--- src/rtl/param_down_timer.sv ---
// Programmable mod-N down-counting timer with one-shot and periodic (auto-reload) modes.
// Counts a loaded value down to zero on enabled ticks and flags terminal count.
module param_down_timer #(
  parameter  int MOD = 100000,
  localparam int W   = $clog2(MOD)
) (
  input  logic         i_clk,
  input  logic         i_rst,
  input  logic         i_load,
  input  logic [W-1:0] i_load_val,
  input  logic         i_start,
  input  logic         i_stop,
  input  logic         i_mode,
  input  logic         i_en,
  output logic [W-1:0] o_count,
  output logic         o_tc,
  output logic         o_busy,
  output logic         o_done
);

  typedef enum logic [1:0] {
    IDLE,
    RUN,
    PAUSE,
    DONE
  } state_t;

  localparam logic [W-1:0] MAX_VAL = W'(MOD - 1);

  state_t       state;
  logic [W-1:0] reload_reg;
  logic         mode_reg;
  logic [W-1:0] load_clamped;

  always_comb begin
    load_clamped = (i_load_val > MAX_VAL) ? MAX_VAL : i_load_val;
  end

  // Command priority is load > stop > start > tick; a command that has no
  // effect in the current state falls through to the next one.
  // NOTE: all state and outputs update with non-blocking assignments so every
  // branch reads the pre-edge values of state and o_count.
  always_ff @(posedge i_clk) begin
    if (i_rst) begin
      state      <= IDLE;
      o_count    <= '0;
      reload_reg <= MAX_VAL;
      mode_reg   <= 1'b0;
      o_tc       <= 1'b0;
      o_busy     <= 1'b0;
      o_done     <= 1'b0;
    end else begin
      o_tc <= 1'b0;
      if (i_load) begin
        reload_reg <= load_clamped;
        o_count    <= load_clamped;
        state      <= IDLE;
        o_busy     <= 1'b0;
        o_done     <= 1'b0;
      end else if (i_stop && state == RUN) begin
        state <= PAUSE;
      end else if (i_stop && state == PAUSE) begin
        state   <= IDLE;
        o_busy  <= 1'b0;
        o_count <= reload_reg;
      end else if (i_start && state != RUN) begin
        state  <= RUN;
        o_busy <= 1'b1;
        if (state != PAUSE) begin
          o_count  <= reload_reg;
          mode_reg <= i_mode;
          o_done   <= 1'b0;
        end
      end else if (state == RUN && i_en) begin
        if (o_count != '0) begin
          o_count <= o_count - 1'b1;
        end else begin
          o_tc <= 1'b1;
          if (mode_reg) begin
            o_count <= reload_reg;
          end else begin
            state  <= DONE;
            o_busy <= 1'b0;
            o_done <= 1'b1;
          end
        end
      end
    end
  end

endmodule

--- config.mk ---
export PLATFORM = sky130hd
export DESIGN_NAME = param_down_timer
export DESIGN_NICKNAME = d
export VERILOG_FILES = /design/src/rtl/param_down_timer.sv
export SDC_FILE = /design/constraint.sdc
export NUM_CORES = 1
export LEC_CHECK = 0
export BUFFER_PORTS_ARGS = -buffer_cell sky130_fd_sc_hd__clkbuf_2
export CELL_PAD_IN_SITES_DETAIL_PLACEMENT = 0
export CELL_PAD_IN_SITES_GLOBAL_PLACEMENT = 2
export CORE_AREA = 2 2 86 88
export DETAILED_ROUTE_END_ITERATION = 10
export DIE_AREA = 0 0 88 90
export PLACE_DENSITY = 0.78
export SYNTH_ARGS = -nofsm -noshare
export SYNTH_HDL_FRONTEND = slang
export SYNTH_SLANG_ARGS = --single-unit
--- constraint.sdc ---
create_clock -name i_clk -period 3.96 [get_ports i_clk]
set_clock_uncertainty 0.1 [all_clocks]
set_input_delay 0.396 -clock i_clk [delete_from_list [all_inputs] [get_ports i_clk]]
set_output_delay 0.396 -clock i_clk [all_outputs]
set_load 0.01 [all_outputs]
== Yosys cells after proc, flatten, opt, wreduce, memory -nomap -nowiden ==
Index checks and enable logic that the tools add are counted.

* Bits in registers: 40
* Input port bits: 24
* Output and inout bits: 20
* Logic and storage cells: 72

* Add/subtract/negate cells: 1
* $lt $le $gt $ge: 1
* Eq/ne operators: 13
* Mux-type cells: 26
* Bitwise operators: 4
* Reductions and logical operators: 19

{| class="wikitable"
|+ Operators with widths
! operator !! count
|-
| 2-to-1 mux 17 bit || 9
|-
| greater-than comparator 17 bit, second input constant || 1
|-
| nonzero test 17 bit || 1
|-
| subtractor 17 x 1 -> 17 bit, second input constant || 1
|-
| 2-to-1 mux 2 bit || 6
|-
| 2-to-1 mux 1 bit || 11
|-
| AND reduction 4 bit || 2
|-
| nonzero test 4 bit || 2
|-
| != test 2 x 1 -> 1 bit, second input constant || 3
|-
| != test 2 bit, second input constant || 3
|-
| AND reduction 3 bit || 2
|-
| AND reduction 6 bit || 1
|-
| OR reduction 6 bit || 1
|-
| AND reduction 5 bit || 1
|-
| nonzero test 5 bit || 1
|-
| logical AND 1 bit || 4
|-
| != test 4 x 1 -> 1 bit, second input constant || 1
|-
| != test 4 x 3 -> 1 bit, second input constant || 1
|-
| != test 4 bit, second input constant || 1
|-
| inverter 1 bit || 4
|-
| OR reduction 4 bit || 1
|-
| != test 3 x 1 -> 1 bit, second input constant || 1
|-
| != test 3 bit, second input constant || 1
|-
| nonzero test 3 bit || 1
|-
| 4 further kinds || 4
|}

== Longest topological paths before layout ==
Gate-level depths: netlist (run 1).

* Word-level depth: 7
* Depth in mapped cells: 9
* Gate-level depth less buffers: 8

== Worst setup path after synthesis (run 1) ==
OpenSTA, ideal clock, no wires.

* Path type: reg2reg
* From: register o_count[0]
* To: register state[0]
* Setup time: 0.103 ns
* Arrival: 2.020 ns
* Data required time: 3.757 ns
* Path slack: 1.737 ns
* Cell stages (with the launch flop): 9
* Buffers on the path: 0
* Period minus slack after synthesis: 2.223 ns
* Cell sequence: dfxtp_1 > inv_1 > ha_1 > nor2b_1 > nand3b_1 > or4_4 > a22oi_2 > nor2_1 > a2111oi_2

* Word-level cells in the longest chain between the ends: 3

{| class="wikitable"
|+ Ends and longest elaborated chain
! what !! line !! text
|-
| start, declared || 15 || <nowiki>output logic [W-1:0] o_count,</nowiki>
|-
| start signal, assigned || 56 || <nowiki>o_count <= load_clamped;</nowiki>
|-
| start signal, assigned || 65 || <nowiki>o_count <= reload_reg;</nowiki>
|-
| start signal, assigned || 70 || <nowiki>o_count <= reload_reg;</nowiki>
|-
| nonzero test 17 bit || 75 || <nowiki>if (o_count != '0) begin</nowiki>
|-
| != test 2 bit (no line) || -- ||
|-
| AND reduction 3 bit (no line) || -- ||
|-
| end signal, assigned || 63 || <nowiki>state <= IDLE;</nowiki>
|-
| end signal, assigned || 67 || <nowiki>state <= RUN;</nowiki>
|-
| end signal, assigned || 82 || <nowiki>state <= DONE;</nowiki>
|-
| end, declared || 30 || <nowiki>state_t state;</nowiki>
|}

Every way passes these cells.
A chain may end at the register's enable or synchronous reset.

== Worst setup path after layout (run 1) ==
* From: register state[1]
* To: register o_count[7]

* Word-level cells in the longest chain between the ends: 6
* Elaborated cells on any way between the ends: 17
* Classes of those cells: eq/ne (6); mux (4); reduce/logical (7)

{| class="wikitable"
|+ Ends and longest elaborated chain
! what !! line !! text
|-
| start signal, assigned || 45 || <nowiki>state <= IDLE;</nowiki>
|-
| start signal, assigned || 57 || <nowiki>state <= IDLE;</nowiki>
|-
| start signal, assigned || 61 || <nowiki>state <= PAUSE;</nowiki>
|-
| != test 2 x 1 -> 1 bit || 66 || <nowiki>end else if (i_start && state != RUN) begin</nowiki>
|-
| logical AND 1 bit || 66 ||
|-
| 2-to-1 mux 17 bit || 66 ||
|-
| 2-to-1 mux 17 bit || 62 || <nowiki>end else if (i_stop && state == PAUSE) begin</nowiki>
|-
| 2-to-1 mux 17 bit || 60 || <nowiki>end else if (i_stop && state == RUN) begin</nowiki>
|-
| 2-to-1 mux 17 bit || 54 || <nowiki>if (i_load) begin</nowiki>
|}

Several ways; a longest one is shown, not always the timed one. The select of a mux whose other input is x is not followed.

==> results of run 1 <==
-- cell usage after synthesis (all sizes together) (2+ instances only) --
cell type	number	share of area, %
a2111oi	2	1.1
a211oi	3	0.97
a21boi	2	0.65
a21oi	21	4.5
a221oi	4	1.5
a311oi	5	1.9
a31oi	3	0.81
a41o	2	0.86
a41oi	2	0.75
and2	2	0.54
buf	5	0.97
clkbuf	12	2.0
dfxtp	40	34
ha	2	1.1
inv	6	0.97
mux2i	3	1.3
nand2	33	5.3
nand2b	5	1.3
nand3	9	2.5
nand3b	4	1.3
nand4	6	1.6
nor2	36	5.9
nor3	11	3.3
nor4	6	2.3
o2111a	2	0.97
o211ai	7	2.3
o21ai	19	4.1
o21bai	8	2.6
o22ai	3	0.81
o31ai	2	0.65
or4	2	0.81
xnor2	5	1.9
xor2	2	0.75
-- power breakdown --
group          internal [mW]  switching (mW)  total (mW)  leakage, nW
clock                  0.142           0.145       0.288       0.0455
combinational          0.102           0.153       0.254        0.687
sequential             0.432          0.0435       0.475        0.330
-- layer usage --
metal	part of all wire, %	wire length [µm]
met3	5.7	396
met4	0.87	60
met5	0	0
met2	45	3110
met1	49	3360
-- critical path, cell delays in order (launching register included) --
cell and delay (ns):
dfxtp_1 0.49, and2b_1 0.28, o21ai_1 0.35, nor3_1 0.17, o21ai_1 0.88, o21ai_0 0.20, o32ai_1 0.25
-- final cells by class --
class / instances / area share (%)
Tap cell: 99 / 4.58
Multi-Input combinational cell: 230 / 53.1
Inverter: 6 / 0.833
Sequential cell: 40 / 29.6
Timing Repair Buffer: 45 / 8.51
Clock buffer: 8 / 3.33
-- placed cells by master (no fill, tap or decap), drive strengths merged, types with 4 or more instances in the layout --
cell type / instances
nand2b: 5
a311oi: 5
a221oi: 4
nand2: 33
nand3: 9
dfxtp: 40
a21oi: 21
o21ai: 19
nand4: 6
nor2: 36
nor4: 6
inv: 6
o21bai: 8
o211ai: 7
xnor2: 5
nand3b: 4
nor3: 11
clkbuf: 51
-- path summary, 6_finish.rpt --
| kind | to | depth (start not counted) | start | slack [ns] |
|---|---|---|---|---|
| max reg2reg | o_count[7] | 6 | state[1] | 1.14 |
| min | mode_reg | 3 | i_mode | 0.23 |
| max | o_count[7] | 6 | state[1] | 1.14 |
| min reg2reg | reload_reg[16] | 2 | reload_reg[16] | 0.36 |
-- through the flow --
stage / hold WS [ns] / worst slack, ns
floorplan: 0.327 / 1.74
global placement: 0.346 / 1.21
detailed placement: 0.350 / 1.21
CTS: 0.235 / 1.19
global route: 0.273 / 0.987
finish: 0.234 / 1.14
-- kinds of logic (layout without fill, tap and decap cells) --
logic type                 count (synthesis)  in the layout  synth area share [%]
buffers and inverters                     23             59                  3.93
DFF                                       40             40                  34.5
xor gates and xnor gates                   7              7                  2.64
AOI/OAI and AO/OA                         95             95                  28.4
and+or+nand+nor                          122            122                  27.7
adders and majority gates                  2              2                  1.08
muxes                                      4              4                  1.78
==> results_dict.tcl, run 1 <==
set metrics [dict create \
    via_count 2293 \
    design.portCount 44 \
    finalSetupViolations 0 \
    drt-total-wl_mm 6.92 \
    fill_cells 748 \
    dieArea_mm2 0.00792 \
    synthesis.area_mm2 0.00232 \
    end_kind "register" \
    routedWlPerCell_um 16.2 \
    layout-drive-gt1-share_pct 20.1 \
    top_usage_layer "met2" \
    cts_inserted_buffers 5 \
    peakVddDrop_uv 130 \
    maxSlewHeadroom_pct 25.6 \
    finalHoldViolCount 0 \
    viasPerCell 5.36 \
    synth.distinct_cells 62 \
    die_x_um 88 \
    synth-seq-area-share_pct 34.5 \
    rsz0062_at_grt "false" \
    placed_cell_area_mm2 0.00262 \
    clockRootBuffer "clkbuf_8" \
    use_met2_pct 27.3 \
    firstDrtPassIters 5 \
    status "complete, no violations" \
    overflow 0 \
    multiInputGateArea_mm2 0.00144 \
    num_antenna_cells 0 \
    core_area_mm2 0.00702 \
    ant_nets 0 \
    num_rows 31 \
    grt_util_all_layers_pct 18.1 \
    drc 0 \
    chipHeight_um 90 \
    cts_resized 0 \
    final_nets 354 \
    cts_setup_buffers 0 \
    synth_area_per_cell_um2 7.93 \
    gp_congestion 0.810 \
    synth_edf_count 0 \
    finalPower_mw 1.02 \
    maxSlewViolCount 0 \
    power_density_mw_per_mm2 376 \
    start_kind "register" \
    ys_ff_latch 40 \
    worstPathRequired_ns 4.07 \
    met3_usage_pct 3.03 \
    finalCritPeriodShare_pct 71.1 \
    antenna_found_initial 0 \
    fmax_ghz 0.355 \
    synth_cells 293 \
    worst_skew_pair.late_latency_ns 0.29 \
    clock-sinks 40 \
    cap_violations 0 \
    cts_tree "built" \
    utilization_pct 38.5 \
    cts_max_level 2 \
    synthFlopType "dfxtp_1" \
    grt_pass1_vias 2128 \
    arrival_ns 2.92 \
    path_max_fanout 13 \
    timing.final.crit_period_ns 2.82 \
    postSynthNetCount 319 \
    fin_area_mm2 0.00271 \
    ctsHoldBuffers 0 \
    grt_pass1_wl_mm 11.3 \
    io_buffers 43 \
    p_leak_nw 1.06 \
    synth_warnings 0 \
    start_util_pct 33.1 \
    instances_no_fill 428 \
    seqCellArea_um2 801 \
    grt_max_degree 40 \
    grt_use_met1_pct 26.7 \
    clockBufferDepth 2 \
    drt_iter0_markers 144 \
    hold_path_class "in2reg" \
    async_flop_share_pct 0 \
    place_inst 420 \
    area_growth_pct 16.4 \
    worstSetupPathType "reg2reg" \
    path_clk_slew_ns 0.08 \
    finalSetupTns_ns 0 \
    tightestPinTransition_ns 1.11 \
    post-dp-hpwl_mm 4.98 \
]
Power figures use the tool's default switching activity.
==> run 2: changes to the inputs <==
==> config.mk (replaced) <==
export PLATFORM = sky130hd
export DESIGN_NAME = param_down_timer
export DESIGN_NICKNAME = d
export VERILOG_FILES = /design/src/rtl/param_down_timer.sv
export SDC_FILE = /design/constraint.sdc
export NUM_CORES = 1
export LEC_CHECK = 0
export ABC_AREA = 1
export BUFFER_PORTS_ARGS = -buffer_cell sky130_fd_sc_hd__clkbuf_2
export CELL_PAD_IN_SITES_DETAIL_PLACEMENT = 0
export CELL_PAD_IN_SITES_GLOBAL_PLACEMENT = 2
export CORE_AREA = 2 2 97 99
export DETAILED_ROUTE_END_ITERATION = 10
export DIE_AREA = 0 0 99 101
export PLACE_DENSITY = 0.71
export SYNTH_ARGS = -nofsm -noshare
export SYNTH_HDL_FRONTEND = slang
export SYNTH_SLANG_ARGS = --single-unit
==> constraint.sdc (replaced) <==
create_clock -name i_clk -period 2.57 [get_ports i_clk]
set_clock_uncertainty 0.1 [all_clocks]
set_input_delay 0.257 -clock i_clk [delete_from_list [all_inputs] [get_ports i_clk]]
set_output_delay 0.257 -clock i_clk [all_outputs]
set_load 0.01 [all_outputs]
==> results_dict.tcl, run 2 <==
set metrics [dict create \
    firstDrtPassIters 4 \
    synth.distinct_cells 33 \
    wl_met3_um 288 \
    core_area_mm2 0.00898 \
    drt_iter0_markers 95 \
    tightestPinTransition_ns 0.446 \
    status "complete, no violations" \
    die_x_um 99 \
    min_from "i_load_val[0]" \
    timing.final.crit_period_ns 2.02 \
    cts_inserted_buffers 5 \
    netlist.area_leader.share_pct 34.1 \
    grt_pass1_wl_mm 12.4 \
    postSynthNetCount 387 \
    area_growth_pct 19.1 \
    grt_max_degree 25 \
    finalCritPeriodShare_pct 78.6 \
    cts_max_level 2 \
    grt_util_all_layers_pct 15.8 \
    holdWs_ns 0.147 \
    yosys.area.top_type "dfxtp_1" \
    wl_met1_mm 3.95 \
    end_kind "register" \
    dieArea_mm2 0.0100 \
    highest_layer "met4" \
    cts_resized 0 \
    timing.rr.start "o_count[0]" \
    fmax_ghz 0.495 \
    grt_pass1_vias 2318 \
    maxSlewViolCount 0 \
    wl_met2_mm 3.13 \
    seqCellArea_um2 801 \
    async_flop_share_pct 0 \
    path_max_fanout 12 \
    final_common_cell "nand2_1" \
    min_to "reload_reg[0]" \
    synthMostInstantiatedCell "nand2_1" \
    num_rows 35 \
    finalSetupTns_ns 0 \
    start_util_pct 26.2 \
    finalHoldViolCount 0 \
    synth_area_per_cell_um2 6.51 \
    p_leak_nw 1.39 \
    worstPathRequired_ns 2.64 \
    r2r_slack_ns 0.55 \
    hold_path_depth 3 \
    design.portCount 44 \
    synth-seq-area-share_pct 34.1 \
    layout-drive-gt1-share_pct 19.2 \
    drt-total-wl_mm 7.46 \
    antenna_found_initial 0 \
    start_kind "register" \
    clockRootBuffer "clkbuf_8" \
    overflow 0 \
    worst_skew_pair.late_latency_ns 0.30 \
    fin_area_mm2 0.00280 \
    layout_common_cells "93 x nand2_1, 50 x nor2_1, 43 x clkbuf_2" \
    chipHeight_um 101 \
    cts_setup_buffers 0 \
    worstSetupPathType "reg2reg" \
    num_antenna_cells 0 \
    power_density_mw_per_mm2 631 \
    viasPerCell 4.63 \
    final_nets 431 \
    routedWlPerCell_um 14.4 \
    placed_cell_area_mm2 0.00267 \
    drc 0 \
    io_buffers 43 \
    clock-sinks 40 \
    post-dp-hpwl_mm 5.78 \
    netlist_top_cells_count "93 x nand2_1, 50 x nor2_1, 40 x dfxtp_1, 37 x nand3_1, 36 x inv_1" \
    ys_ff_latch 40 \
    finalSetupViolations 0 \
    finalPower_mw 1.76 \
    hold_path_class "in2reg" \
    path_clk_slew_ns 0.08 \
    fill_cells 1038 \
    cap_violations 0 \
    clockBufferDepth 2 \
    synthFlopType "dfxtp_1" \
    peakVddDrop_uv 177 \
    gp_congestion 0.836 \
    synth_warnings 0 \
    synth_cells 361 \
    synthTopCellsByArea "dfxtp_1 34%, nand2_1 15%, nor2_1 8.0%, nand3_1 7.9%, inv_1 5.8%" \
    rsz0062_at_grt "false" \
    multiInputGateArea_mm2 0.00134 \
    worstRegToRegCells 12 \
    synthesis.area_mm2 0.00235 \
    maxSlewHeadroom_pct 70.0 \
    arrival_ns 2.09 \
    ctsHoldBuffers 0 \
    r2r-end "o_count[9]" \
    synth_edf_count 0 \
    via_count 2394 \
    cts_tree "built" \
    ant_nets 0 \
    utilization_pct 31.1 \
]
==> run 2: cell count changes in the layout (fill, tap and decap cells not counted), moves of 4 or more <==
cell / before / now
a21oi_1: 21 / 17
a221oi_1: 4 / 0
a311oi_1: 5 / 0
inv_1: 6 / 36
nand2_1: 33 / 93
nand2_2: 0 / 5
nand2b_1: 5 / 0
nand3_1: 8 / 37
nor2_1: 35 / 50
nor3_1: 8 / 1
nor4_1: 5 / 0
o21ai_1: 3 / 14
o21bai_1: 8 / 0
==> run 2: layout make-up <==
type                    count  share of cell area, %
multi-input cells         272                   47.7
flip-flops and latches     40                   28.6
repair buffers             48                   9.04
inverters                  38                   5.10
well taps                 111                   4.97
clock buffers               7                   3.45
clock inverters             1                   1.07
==> run 2: layer usage <==
metal,vias up,track usage (%)
met5,-,0
met3,6,3.33
li1,1250,-
met4,0,4.85
met1,1089,22.6
met2,49,23.5
==> run 2: kinds of logic after synthesis <==
| logic type | share of synthesized area [%] |
|---|---|
| AO/OA/AOI/OAI | 13.6 |
| XOR/XNOR | 2.24 |
| adder cells (fa/ha/maj) | 1.07 |
| buffers and inverters | 9.06 |
| flip-flops | 34.1 |
| AND/OR/NAND/NOR | 39.9 |
==> run 2: how the worst max path moves through the flow <==
stage / slack, ns / end / cells after the start / startpoint
CTS: 0.54 / o_count[9] / 11 / o_count[5]
finish: 0.55 / o_count[9] / 12 / o_count[0]
floorplan: 0.97 / o_count[2] / 12 / o_count[0]
global placement: 0.60 / o_count[9] / 11 / o_count[5]
global route: 0.35 / o_count[9] / 12 / o_count[0]
detailed placement: 0.57 / o_count[9] / 12 / o_count[0]
==> run 2: power by group <==
part / switching [mW] / internal (mW)
clock: 0.238 / 0.343
combinational: 0.299 / 0.164
sequential: 0.0513 / 0.668
total: 0.589 / 1.17
==> run 2: through the flow <==
stage	setup WS, ns	std cells
floorplan	0.973	361
global placement	0.599	509
detailed placement	0.569	509
CTS	0.545	517
global route	0.349	517
finish	0.549	517
==> run 2: worst max-delay path, stage by stage (launching register included) <==
cell     delay [ns]
dfxtp_1        0.38
inv_1          0.09
ha_1           0.20
nand3_1        0.09
nor2_2         0.06
nand2_2        0.11
nand2_2        0.20
inv_2          0.25
nand2_1        0.11
nand2_1        0.07
nor2_1         0.04
nor2_1         0.13
nor2_1         0.07
